File: config.mk
export PLATFORM = sky130hd
export DESIGN_NAME = gnr_cycle_detector
export DESIGN_NICKNAME = d
export VERILOG_FILES = /design/src/rtl/gnr_cycle_detector.sv
export SDC_FILE = /design/constraint.sdc
export NUM_CORES = 1
export LEC_CHECK = 0
export ABC_CLOCK_PERIOD_IN_PS = 3100
export BUFFER_PORTS_ARGS = -buffer_cell sky130_fd_sc_hd__buf_2
export CORE_AREA = 2 2 176 178
export CTS_CLUSTER_SIZE = 20
export DETAILED_ROUTE_END_ITERATION = 8
export DIE_AREA = 0 0 178 180
export GPL_ROUTABILITY_DRIVEN = 0
export HOLD_SLACK_MARGIN = 0.1
export PLACE_DENSITY_LB_ADDON = 0.2
export SLEW_MARGIN = 20
export SYNTH_ARGS = -nofsm -noshare
export SYNTH_HDL_FRONTEND = slang
export SYNTH_SLANG_ARGS = --single-unit
File: constraint.sdc
create_clock -name clk -period 3.1 [get_ports clk]
set_clock_uncertainty 0.05 [all_clocks]
set_input_delay 0.93 -clock clk [delete_from_list [all_inputs] [get_ports clk]]
set_output_delay 0.93 -clock clk [all_outputs]
set_load 0.005 [all_outputs]
File: src/rtl/gnr_cycle_detector.sv
// gnr_cycle_detector: Floyd tortoise/hare sequencer and attractor-period meter for the GNR node array.
// Define GNR_CYCLE_SNAPSHOT_EN to add the attractor_state output (one captured attractor member).
module gnr_cycle_detector #(
    parameter int unsigned      WIDTH     = 188,
    parameter int unsigned      CNT_W     = 32,
    parameter logic [CNT_W-1:0] MAX_STEPS = 32'hFFFF_FFFF
) (
    input  logic             clk,
    input  logic             rst,
    input  logic             start,
    input  logic [WIDTH-1:0] s0_vec,
    input  logic [WIDTH-1:0] s1_vec,
    output logic             reset_nos,
    output logic             start_s0,
    output logic             start_s1,
    output logic             busy,
    output logic             done,
    output logic             timeout,
    output logic [CNT_W-1:0] steps,
`ifdef GNR_CYCLE_SNAPSHOT_EN
    output logic [CNT_W-1:0] period,
    output logic [WIDTH-1:0] attractor_state
`else
    output logic [CNT_W-1:0] period
`endif
);

    typedef enum logic [2:0] {
        IDLE       = 3'd0,
        INIT       = 3'd1,
        STEP_A     = 3'd2,
        STEP_B     = 3'd3,
        CHECK      = 3'd4,
        MEAS_STEP  = 3'd5,
        MEAS_CHECK = 3'd6,
        DONE       = 3'd7
    } state_e;

    state_e state_q, state_d;

    logic [CNT_W-1:0] steps_q, steps_d, period_q, period_d;
    logic [CNT_W-1:0] steps_inc, period_inc;
    logic             timeout_q, timeout_d;
    logic             reset_nos_q, reset_nos_d;
    logic             start_s0_q, start_s0_d;
    logic             start_s1_q, start_s1_d;
    logic             busy_q, busy_d;
    logic             done_q, done_d;
    logic             vec_eq;

    assign vec_eq     = (s0_vec == s1_vec);
    assign steps_inc  = (steps_q  == MAX_STEPS) ? steps_q  : steps_q  + CNT_W'(1);
    assign period_inc = (period_q == MAX_STEPS) ? period_q : period_q + CNT_W'(1);

    always_ff @(posedge clk or posedge rst) begin
        if (rst) begin
            state_q <= IDLE;
        end else begin
            state_q <= state_d;
        end
    end

    always_comb begin
        state_d = state_q;
        case (state_q)
            IDLE:       if (start) state_d = INIT;
            INIT:       state_d = STEP_A;
            STEP_A:     state_d = STEP_B;
            STEP_B:     state_d = CHECK;
            CHECK: begin
                if (vec_eq)                      state_d = MEAS_STEP;
                else if (steps_inc == MAX_STEPS) state_d = DONE;
                else                             state_d = STEP_A;
            end
            MEAS_STEP:  state_d = MEAS_CHECK;
            MEAS_CHECK: begin
                if (vec_eq)                     state_d = DONE;
                else if (period_q == MAX_STEPS) state_d = DONE;
                else                            state_d = MEAS_STEP;
            end
            DONE:       if (start) state_d = INIT;
            default:    state_d = IDLE;
        endcase
    end

    // Outputs are decoded from the next state so each strobe is high exactly while in its state.
    always_comb begin
        reset_nos_d = (state_d == INIT);
        start_s0_d  = (state_d == STEP_A) || (state_d == STEP_B);
        start_s1_d  = start_s0_d || (state_d == MEAS_STEP);
        busy_d      = !((state_d == IDLE) || (state_d == DONE));
        done_d      = (state_d == DONE);
    end

    always_comb begin
        steps_d   = steps_q;
        period_d  = period_q;
        timeout_d = timeout_q;
        if (state_d == INIT) begin
            steps_d   = '0;
            period_d  = '0;
            timeout_d = 1'b0;
        end else begin
            if (state_q == CHECK)     steps_d  = steps_inc;
            if (state_q == MEAS_STEP) period_d = period_inc;
            if ((state_q == CHECK) && !vec_eq && (steps_inc == MAX_STEPS))
                timeout_d = 1'b1;
            if ((state_q == MEAS_CHECK) && !vec_eq && (period_q == MAX_STEPS))
                timeout_d = 1'b1;
        end
    end

    always_ff @(posedge clk or posedge rst) begin
        if (rst) begin
            reset_nos_q <= 1'b0;
            start_s0_q  <= 1'b0;
            start_s1_q  <= 1'b0;
            busy_q      <= 1'b0;
            done_q      <= 1'b0;
            timeout_q   <= 1'b0;
            steps_q     <= '0;
            period_q    <= '0;
        end else begin
            reset_nos_q <= reset_nos_d;
            start_s0_q  <= start_s0_d;
            start_s1_q  <= start_s1_d;
            busy_q      <= busy_d;
            done_q      <= done_d;
            timeout_q   <= timeout_d;
            steps_q     <= steps_d;
            period_q    <= period_d;
        end
    end

    assign reset_nos = reset_nos_q;
    assign start_s0  = start_s0_q;
    assign start_s1  = start_s1_q;
    assign busy      = busy_q;
    assign done      = done_q;
    assign timeout   = timeout_q;
    assign steps     = steps_q;
    assign period    = period_q;

`ifdef GNR_CYCLE_SNAPSHOT_EN
    logic [WIDTH-1:0] attractor_q, attractor_d;

    // At the first meeting the tortoise already sits on the cycle.
    always_comb begin
        attractor_d = attractor_q;
        if (state_d == INIT)
            attractor_d = '0;
        else if ((state_q == CHECK) && (state_d == MEAS_STEP))
            attractor_d = s0_vec;
    end

    always_ff @(posedge clk or posedge rst) begin
        if (rst) begin
            attractor_q <= '0;
        end else begin
            attractor_q <= attractor_d;
        end
    end

    assign attractor_state = attractor_q;
`endif

endmodule

==> reports/results.txt, run 1 <==
Post-synth EDFFs: 0
Final Max Slew Viols: 0
fill cell count: 3228
Tmin final: 3.12 ns
Worst-Skew Late Latency: 0.34 ns
Reg2Reg Capture Point: steps[24]
most common cell in the netlist: xnor2_1
RSZ-0062 raised after global routing: true
WL/cell: 18.7 µm
synth top area cells: dfrtp_1 (29%), xnor2_1 (26%), xor2_1 (9.5%)
synth cell count leaders: xnor2_1 (186), dfrtp_1 (73), a21oi_1 (72)
WHS: 0.484 ns
layout cell share with drive strength beyond 1: 49.4%
First-pass DRT Iterations: 5
ANT nets after route: 0
ys async rst share: 100%
NumNets Final: 1616
Seq/Total Area, Yosys: 29.2%
gr ovfl total: 0
largest family of logic cells by synthesized area: XOR/XNOR gates
initial antenna violation count: 18
H-tree depth reported by CTS: 3
hold endpoint: timeout
chip width: 178 µm
period utilisation layout: 101%
Yosys cell types: 50
total CTS buffers: 9
FP Rows: 64
CTS tree: built
Cell Pwr Density: 489 mW/mm²
Synth Net Count: 1093
Avg Vias per Cell: 4.49
xor and xnor area share after synthesis: 35.6%
Yosys top cell by area: dfrtp_1
Crit. End Element: register
final WL: 30800 µm
Tot GR Track Use: 18.6%
multiplexer share of the synthesized area: 0.841%
Mapped Cells: 712
first-pass GRT wire length: 44200 µm
Core Util, Final: 34.6%
FF-to-FF Start: steps[0]
Yosys Warn Count: 0
deepest clock path buffer count: 2
Synth Cell Area: 0.00625 mm²
status: finished, violations left
violated checks: negative setup slack
largest net degree at the start of global routing: 74
via count of the first global-routing pass: 7614
final setup vio count: 42
initial DRC count: 376
Hold/Removal Path Class: register to register
cell depth of the worst flop-to-flop path: 12
worst slew pin tran: 0.812 ns
via count: 7400
Yosys reg bits: 73
Max Fanout on Critical Path: 9
CP Class: register to register
Rel. slew slack: 45.7%
CTS clk-pin slew, worst paths: 0.06 ns
Pleak: 0.00478 µW
Layout area overhead: 67.3%
clk root buf: clkbuf_16
final hold viol count: 0
Compound-Gate Fraction of Synth Area: 9.63%
maxcap violations: 0
f_max: 0.320 GHz
Layout Cells excl Fill: 1647
DRC viols: 0
Core ar.: 0.0302 mm²
maximum VDD drop: 505 µV
top-area cell type share of the netlist area: 29.2%
Ports: 449
Die ar.: 0.0320 mm²
Starting Density: 20.7%
Inst Count DP: 1601
Hold Crit Start: timeout
Synth Area in Adders: 0.400%
CP arrival: 3.29 ns
flop2flop setup slack: -0.02 ns
Post-Synth Simple-Gate Area: 21.4%
most used flip-flop cell after synthesis: dfrtp_1
Startpoint Class: register
setup ws final: -0.0209 ns
Synth Area per Inst: 8.78 µm²
required time worst endpoint: 3.27 ns
CP Launch Point: steps[0]
Num Clock Sinks: 73
Total Power: 5110 µW
hpwl dp: 25300 µm
Hold Path Stages: 2
port bufs: 448
DIE HEIGHT: 180 µm
final cells by class:
cell class / instances / area [µm²] / area share (%)
antenna: 12 / 30.0 / 0.287
inverter: 16 / 60.1 / 0.574
timing repair buffer: 534 / 3110 / 29.8
tap: 396 / 495 / 4.74
clock inverter: 5 / 128 / 1.22
sequential: 73 / 1830 / 17.5
clock buffer: 10 / 239 / 2.29
multi-input combinational: 601 / 4560 / 43.6
how the worst max path moves through the flow:
| stage | to | slack [ns] |
|---|---|---|
| after floorplan | period[0] | 0.02 |
| after global placement | period[7] | -0.65 |
| after detailed placement | steps[8] | -0.61 |
| after CTS | start_s1 | -0.14 |
| after global routing | steps[3] | -0.15 |
| final | steps[24] | -0.02 |
sequential cells by signal, summed over array words and instances, names as in the netlist:
signal / count
busy: 1
done: 1
period: 32
reset_nos: 1
start_s0: 1
start_s1: 1
state_q: 3
steps: 32
timeout: 1
critical path, stage by stage (launching register included):
cell       delay [ns]
dfrtp_1          0.40
ha_2             0.24
and3_1           0.22
nand4_1          0.24
nor4_2           0.24
xor2_1           0.22
a41oi_2          0.17
nor4_4           0.43
o21ai_2          0.11
a22oi_2          0.21
buf_12           0.20
clkbuf_16        0.17
a21oi_1          0.07
layer usage:
layer | GRT usage (%) | part of all wire (%)
met1 | 24.4 | 42
met5 | 0 | 0.026
met2 | 30.2 | 46
met3 | 5.25 | 10
met4 | 3.80 | 1.5
metrics by stage:
| step | setup TNS (ns) | setup slack (ns) | area [µm²] |
|---|---|---|---|
| 2_1_floorplan | 0 | 0.0159 | 6260 |
| 3_3_place_gp | -44.55 | -0.647 | 9410 |
| 3_5_place_dp | -41.12 | -0.615 | 9410 |
| 4_1_cts | -6.86 | -0.138 | 10200 |
| 5_1_grt | -7.86 | -0.153 | 10400 |
| 6_report | -0.337 | -0.0209 | 10500 |
placed cells by master (no fill, tap or decap), types with 3 or more instances in the layout:
| cell | count |
|---|---|
| a21oi_1 | 54 |
| a21oi_2 | 18 |
| a22oi_1 | 4 |
| a31oi_1 | 3 |
| and2_1 | 5 |
| and3_1 | 6 |
| and4_1 | 10 |
| buf_12 | 7 |
| buf_2 | 442 |
| buf_4 | 70 |
| buf_6 | 9 |
| bufinv_16 | 4 |
| clkbuf_16 | 11 |
| dfrtp_1 | 72 |
| diode_2 | 12 |
| inv_1 | 15 |
| mux2i_1 | 3 |
| nand2_1 | 37 |
| nand2b_1 | 3 |
| nand3_1 | 28 |
| nand4_1 | 65 |
| nor2_1 | 24 |
| nor3_1 | 12 |
| nor4_1 | 21 |
| nor4_2 | 5 |
| o21ai_0 | 3 |
| o21ai_1 | 3 |
| or3_1 | 4 |
| xnor2_1 | 174 |
| xnor2_2 | 10 |
| xor2_1 | 68 |
repair_timing:
item | CTS | global route
pin swaps | 25 | 17
hold buffers | 0 | 0
setup endpoints to repair | 69 | 71
resized for setup | 43 | 37
cloned | 4 | 3
buffers inserted | 11 | 5
power breakdown:
| part | internal, µW | switching, µW | leakage, µW | total [µW] |
|---|---|---|---|---|
| logic | 1260 | 1380 | 0.00360 | 2640 |
| registers | 1050 | 102 | 0.00100 | 1150 |
| clock network | 886 | 433 | 0.000175 | 1320 |
| total | 3190 | 1920 | 0.00478 | 5110 |
cell families after synthesis:
family,count (synthesis)
AND/OR/NAND/NOR,237
multiplexers,5
buffers and inverters,38
AO/OA/AOI/OAI,103
XOR/XNOR,254
flip-flops,73
adder cells (fa/ha/maj),2
Note: power is estimated with default switching activity, not from simulation.
==> inputs of run 2 (changes only) <==
--- a/config.mk
+++ b/config.mk
@@ -7,10 +7,10 @@
 export LEC_CHECK = 0
 export ABC_CLOCK_PERIOD_IN_PS = 3100
 export BUFFER_PORTS_ARGS = -buffer_cell sky130_fd_sc_hd__buf_2
-export CORE_AREA = 2 2 176 178
+export CORE_AREA = 2 2 177 179
 export CTS_CLUSTER_SIZE = 20
 export DETAILED_ROUTE_END_ITERATION = 8
-export DIE_AREA = 0 0 178 180
+export DIE_AREA = 0 0 179 181
 export GPL_ROUTABILITY_DRIVEN = 0
 export HOLD_SLACK_MARGIN = 0.1
 export PLACE_DENSITY_LB_ADDON = 0.2
==> run 2 against run 1 <==
Effect of this change:
- the run still ends with negative setup slack left
- register-to-register slack better by 0.06 ns
- total power decreased by 13%
- via count shrank 0.31%
- hold slack better by 0.040 ns
- non-clock buffer count grew 7
- utilization fell by 0.80 points
- cell count rose by 0.30%
- sequential share of layout area increased by 0.33 points
- combinational power down 16%
- critical path depth unchanged
- sequential cell count did not move
- critical path type is now input pin to register
- critical endpoint is now steps[17]
- highest routed layer unchanged
==> reports/results.txt, run 2 (synthesized netlist as in run 1, its figures left out) <==
Critical path buffers and inverters: 3
f_max: 0.318 GHz
met1 GRT Util: 22.9%
Levels on crit path: 12
Cell Area, Placed: 0.00949 mm²
Final Cell Area: 0.0103 mm²
Layout area overhead: 64.3%
Pleak: 0.00475 µW
flop2flop setup slack: 0.04 ns
maximum VDD drop: 283 µV
Reg2Reg Capture Point: steps[17]
largest net degree at the start of global routing: 33
cell depth of the worst flop-to-flop path: 11
family with the most delay on the worst path: simple AND/OR/NAND/NOR gates
Total Power: 4450 µW
CP Class: input pin to register
M2 GR Usage: 27.8%
Core ar.: 0.0303 mm²
WL/cell: 17.9 µm
CTS tree: built
CP arrival: 3.30 ns
CP max-delay cell: or4_4
Inst Count DP: 1611
gr ovfl total: 0
setup ws final: -0.0409 ns
Max stage delay on crit path: 0.55 ns
Sum Neg Setup Slack: -1.24 ns
most common cell after layout, fill and taps aside: buf_2
CP Launch Point: s0_vec[136]
ANT nets after route: 0
Max Fanout on Critical Path: 17
chip width: 179 µm
clk root buf: clkbuf_16
GR Layer Usage met3: 6.54%
worst slew pin tran: 0.793 ns
Layout Cells excl Fill: 1652
most frequent cells in the layout: buf_2 (443), xnor2_1 (180), buf_4 (81)
maxcap violations: 0
fill cell count: 3246
GR peak layer: met2
required time worst endpoint: 3.26 ns
CTS clk-pin slew, worst paths: 0.06 ns
status: finished, violations left
Worst-Skew Late Latency: 0.34 ns
violated checks: negative setup slack
DIE HEIGHT: 181 µm
Rel. slew slack: 46.9%
hpwl dp: 25100 µm
NumNets Final: 1623
RSZ-0062 raised after global routing: true
Startpoint Class: input pin
FF-to-FF Start: steps[12]
total CTS buffers: 9
DRC viols: 0
port bufs: 448
period utilisation layout: 101%
Final Max Slew Viols: 0
Num Clock Sinks: 73
Hold/Removal Path Class: register to register
initial antenna violation count: 17
layout cell share with drive strength beyond 1: 48.4%
final setup vio count: 62
H-tree depth reported by CTS: 3
first-pass GRT wire length: 42500 µm
deepest clock path buffer count: 2
final hold viol count: 0
Avg Vias per Cell: 4.47
Die ar.: 0.0324 mm²
via count: 7377
worst-path cell chain: buf_8 -> xnor2_2 -> nand4_1 -> nor4_2 -> nand2_1 -> or4_4 -> nor3_4 -> o21ai_2 -> a22oi_2 -> buf_6 -> buf_12 -> a21oi_1
First-pass DRT Iterations: 5
final WL: 29500 µm
Ports: 449
Cell Pwr Density: 433 mW/mm²
FP Rows: 64
Tmin final: 3.14 ns
Starting Density: 20.6%
CP Capture Point: steps[17]
Tot GR Track Use: 17.5%
initial DRC count: 426
Crit. End Element: register
via count of the first global-routing pass: 7325
## run 2: cell types whose count changed in the layout (fill, tap and decap cells not counted), sizes merged
cell / before / now
clkdlybuf4s15: 0 / 1
bufinv: 4 / 1
clkinv: 0 / 3
buf: 532 / 539
clkbuf: 12 / 10
clkinvlp: 1 / 3
diode: 12 / 9
## run 2: worst min-delay path by stage
stage                     cells past startpoint         end  slack, ns  startpoint
after global placement                        2  period[15]       0.53  period[15]
after detailed placement                      2  period[15]       0.53  period[15]
final                                         2     timeout       0.52     timeout
after floorplan                               2     timeout       0.46     timeout
after CTS                                     2   period[5]       0.54   period[5]
after global routing                          2     timeout       0.57     timeout
## run 2: per-stage QoR
step,hold WS (ns),setup slack [ns],util [%]
after global routing,0.566,-0.169,33.8
after global placement,0.527,-0.597,31.3
final,0.525,-0.0409,33.8
after CTS,0.537,-0.0142,32.6
after floorplan,0.465,0.0159,-
after detailed placement,0.533,-0.635,31.3
## run 2: per-layer routing
layer	vias up	part of all wire (%)	wire length, µm
met5	-	0.27	81
met2	301	45	13300
met4	14	0.94	276
li1	3617	-	-
met1	3410	43	12700
met3	35	11	3160
## run 2: repair_timing
item,4_1_cts,5_1_grt
gates resized for setup,18,44
gates cloned,0,2
setup endpoints to repair,69,69
pin swaps,7,22
hold buffers,0,0
buffers inserted,4,10
## run 2: tightest hold or removal path: stages (launching register included)
cell	delay, ns
dfrtp_1	0.37
a21oi_1	0.06
a21oi_1	0.10
## run 2: layout make-up
| type | instances | area, µm² | share of cell area, % |
|---|---|---|---|
| antenna | 9 | 22.5 | 0.219 |
| clock buffer | 9 | 225 | 2.19 |
| clock inverter | 7 | 71.3 | 0.694 |
| inverter | 16 | 60.1 | 0.585 |
| multi-input combinational | 601 | 4480 | 43.6 |
| sequential | 73 | 1830 | 17.8 |
| tap | 396 | 495 | 4.82 |
| timing repair buffer | 541 | 3090 | 30.1 |
## run 2: where the power goes
group / internal, µW / leakage (µW) / switching [µW]
registers: 1050 / 0.000999 / 113
clock network: 622 / 0.000137 / 429
logic: 1050 / 0.00361 / 1180
total: 2730 / 0.00475 / 1720
==> inputs of run 3 (changes only) <==
--- a/config.mk
+++ b/config.mk
@@ -5,15 +5,17 @@
 export SDC_FILE = /design/constraint.sdc
 export NUM_CORES = 1
 export LEC_CHECK = 0
-export ABC_CLOCK_PERIOD_IN_PS = 3100
+export ABC_CLOCK_PERIOD_IN_PS = 3300
 export BUFFER_PORTS_ARGS = -buffer_cell sky130_fd_sc_hd__buf_2
 export CORE_AREA = 2 2 177 179
+export CTS_BUF_LIST = sky130_fd_sc_hd__clkbuf_4 sky130_fd_sc_hd__clkbuf_8
 export CTS_CLUSTER_SIZE = 20
 export DETAILED_ROUTE_END_ITERATION = 8
 export DIE_AREA = 0 0 179 181
 export GPL_ROUTABILITY_DRIVEN = 0
 export HOLD_SLACK_MARGIN = 0.1
 export PLACE_DENSITY_LB_ADDON = 0.2
+export SKIP_LAST_GASP = 1
 export SLEW_MARGIN = 20
 export SYNTH_ARGS = -nofsm -noshare
 export SYNTH_HDL_FRONTEND = slang
==> constraint.sdc (replaced) <==
create_clock -name clk -period 3.3 [get_ports clk]
set_clock_uncertainty 0.05 [all_clocks]
set_input_delay 0.99 -clock clk [delete_from_list [all_inputs] [get_ports clk]]
set_output_delay 0.99 -clock clk [all_outputs]
set_load 0.005 [all_outputs]
==> run 3 against run 2 <==
Effect of this change:
- the flow still finishes with violations (negative setup slack)
- total power decreased by 5.4%
- die area is the same
- sequential power decreased by 7%
- cell area down 3.7%
- hold slack worse by 0.035 ns
==> reports/results.txt, run 3 (synthesized netlist as in run 1, its figures left out) <==
status: finished, violations left
violated checks: negative setup slack
CP Class: input pin to register
Rel. slew slack: 64.6%
Tot GR Track Use: 17.6%
maxcap violations: 0
Core Util, Final: 32.6%
Cell Pwr Density: 425 mW/mm²
maximum VDD drop: 350 µV
Hold Buf Count CTS: 0
via count of the first global-routing pass: 7507
Tmin final: 3.30 ns
dpl ws: -0.699 ns
Final Cell Area: 0.00989 mm²
Cell Area, Placed: 0.00933 mm²
initial DRC count: 409
FP Rows: 64
ANT nets after route: 0
final WL: 29400 µm
first-pass GRT wire length: 43100 µm
Die ar.: 0.0324 mm²
Final Max Slew Viols: 0
chip width: 179 µm
Num Clock Sinks: 73
NumNets Final: 1589
most common cell after layout, fill and taps aside: buf_2
total CTS buffers: 9
worst slew pin tran: 0.528 ns
final hold viol count: 0
deepest clock path buffer count: 2
WL/cell: 18.2 µm
Starting Density: 20.6%
DIE HEIGHT: 181 µm
period utilisation layout: 100%
Core ar.: 0.0303 mm²
Pleak: 0.00452 µW
CTS clk-pin slew, worst paths: 0.09 ns
setup ws final: -0.00272 ns
final setup vio count: 1
f_max: 0.303 GHz
clk root buf: clkbuf_8
First-pass DRT Iterations: 4
required time worst endpoint: 3.48 ns
gr ovfl total: 0
Total Power: 4210 µW
Layout area overhead: 58.2%
CP arrival: 3.48 ns
largest net degree at the start of global routing: 74
RSZ-0062 raised after global routing: true
H-tree depth reported by CTS: 3
via count: 7316
most frequent cells in the layout: buf_2 (443), xnor2_1 (181), dfrtp_1 (73)
DRC viols: 0
Crit. End Element: register
Hold/Removal Path Class: register to register
CTS tree: built
Avg Vias per Cell: 4.54
Sum Neg Setup Slack: -0.00272 ns
layout cell share with drive strength beyond 1: 45.7%
Startpoint Class: input pin
initial antenna violation count: 15
Max Fanout on Critical Path: 6
Worst-Skew Late Latency: 0.35 ns
Ports: 449
port bufs: 448
hpwl dp: 25000 µm
[run 3: what timing repair did]
| action | in CTS | in global routing |
|---|---|---|
| setup endpoints to repair | 70 | 69 |
| buffers inserted | 4 | 2 |
| gates cloned | 2 | 1 |
| pin swaps | 7 | 3 |
| gates resized for setup | 23 | 13 |
[run 3: critical path: stages]
cell,delay [ns]
buf_6,0.11
xnor2_2,0.13
nand4_1,0.30
nor4_2,0.29
nand3_1,0.14
or4_4,0.48
nor3_2,0.13
buf_4,0.15
o21ai_4,0.06
a22oi_2,0.23
buf_6,0.18
buf_6,0.11
buf_12,0.10
a21oi_1,0.07
[run 3: layout make-up]
class	instances	area (µm²)
sequential	73	1830
clock inverter	7	166
antenna	4	10.0
fill	3285	20500
tap	396	495
inverter	16	60.1
multi-input combinational	601	4370
clock buffer	9	124
timing repair buffer	507	2840
[run 3: worst paths after layout]
path                           start          to  slack (ns)  depth (start not counted)
setup / recovery           s1_vec[5]  period[25]      -0.003                         14
hold / removal               timeout     timeout        0.49                          2
setup reg to reg            steps[2]  period[25]        0.03                         13
hold reg to reg              timeout     timeout        0.49                          2
max in group asynchronous        rst   steps[18]        2.22                          3
min in group asynchronous        rst   steps[14]        0.68                          3
[run 3: through the flow]
step | cells | hold slack, ns
floorplan | 712 | 0.465
global placement | 1587 | 0.472
detailed placement | 1587 | 0.479
CTS | 1609 | 0.502
global route | 1611 | 0.535
finish | 1613 | 0.490
[run 3: where the power goes]
| group | switching [µW] | internal (µW) |
|---|---|---|
| Combinational | 1100 | 993 |
| Clock | 370 | 657 |
| Sequential | 107 | 985 |
[run 3: per-layer routing]
| layer | routed length (µm) | track usage, % | up-vias |
|---|---|---|---|
| met1 | 12700 | 22.7 | 3432 |
| met5 | 95 | 0 | - |
| met3 | 2340 | 4.90 | 36 |
| met4 | 336 | 3.15 | 14 |
| li1 | - | - | 3527 |
| met2 | 14000 | 29.6 | 307 |
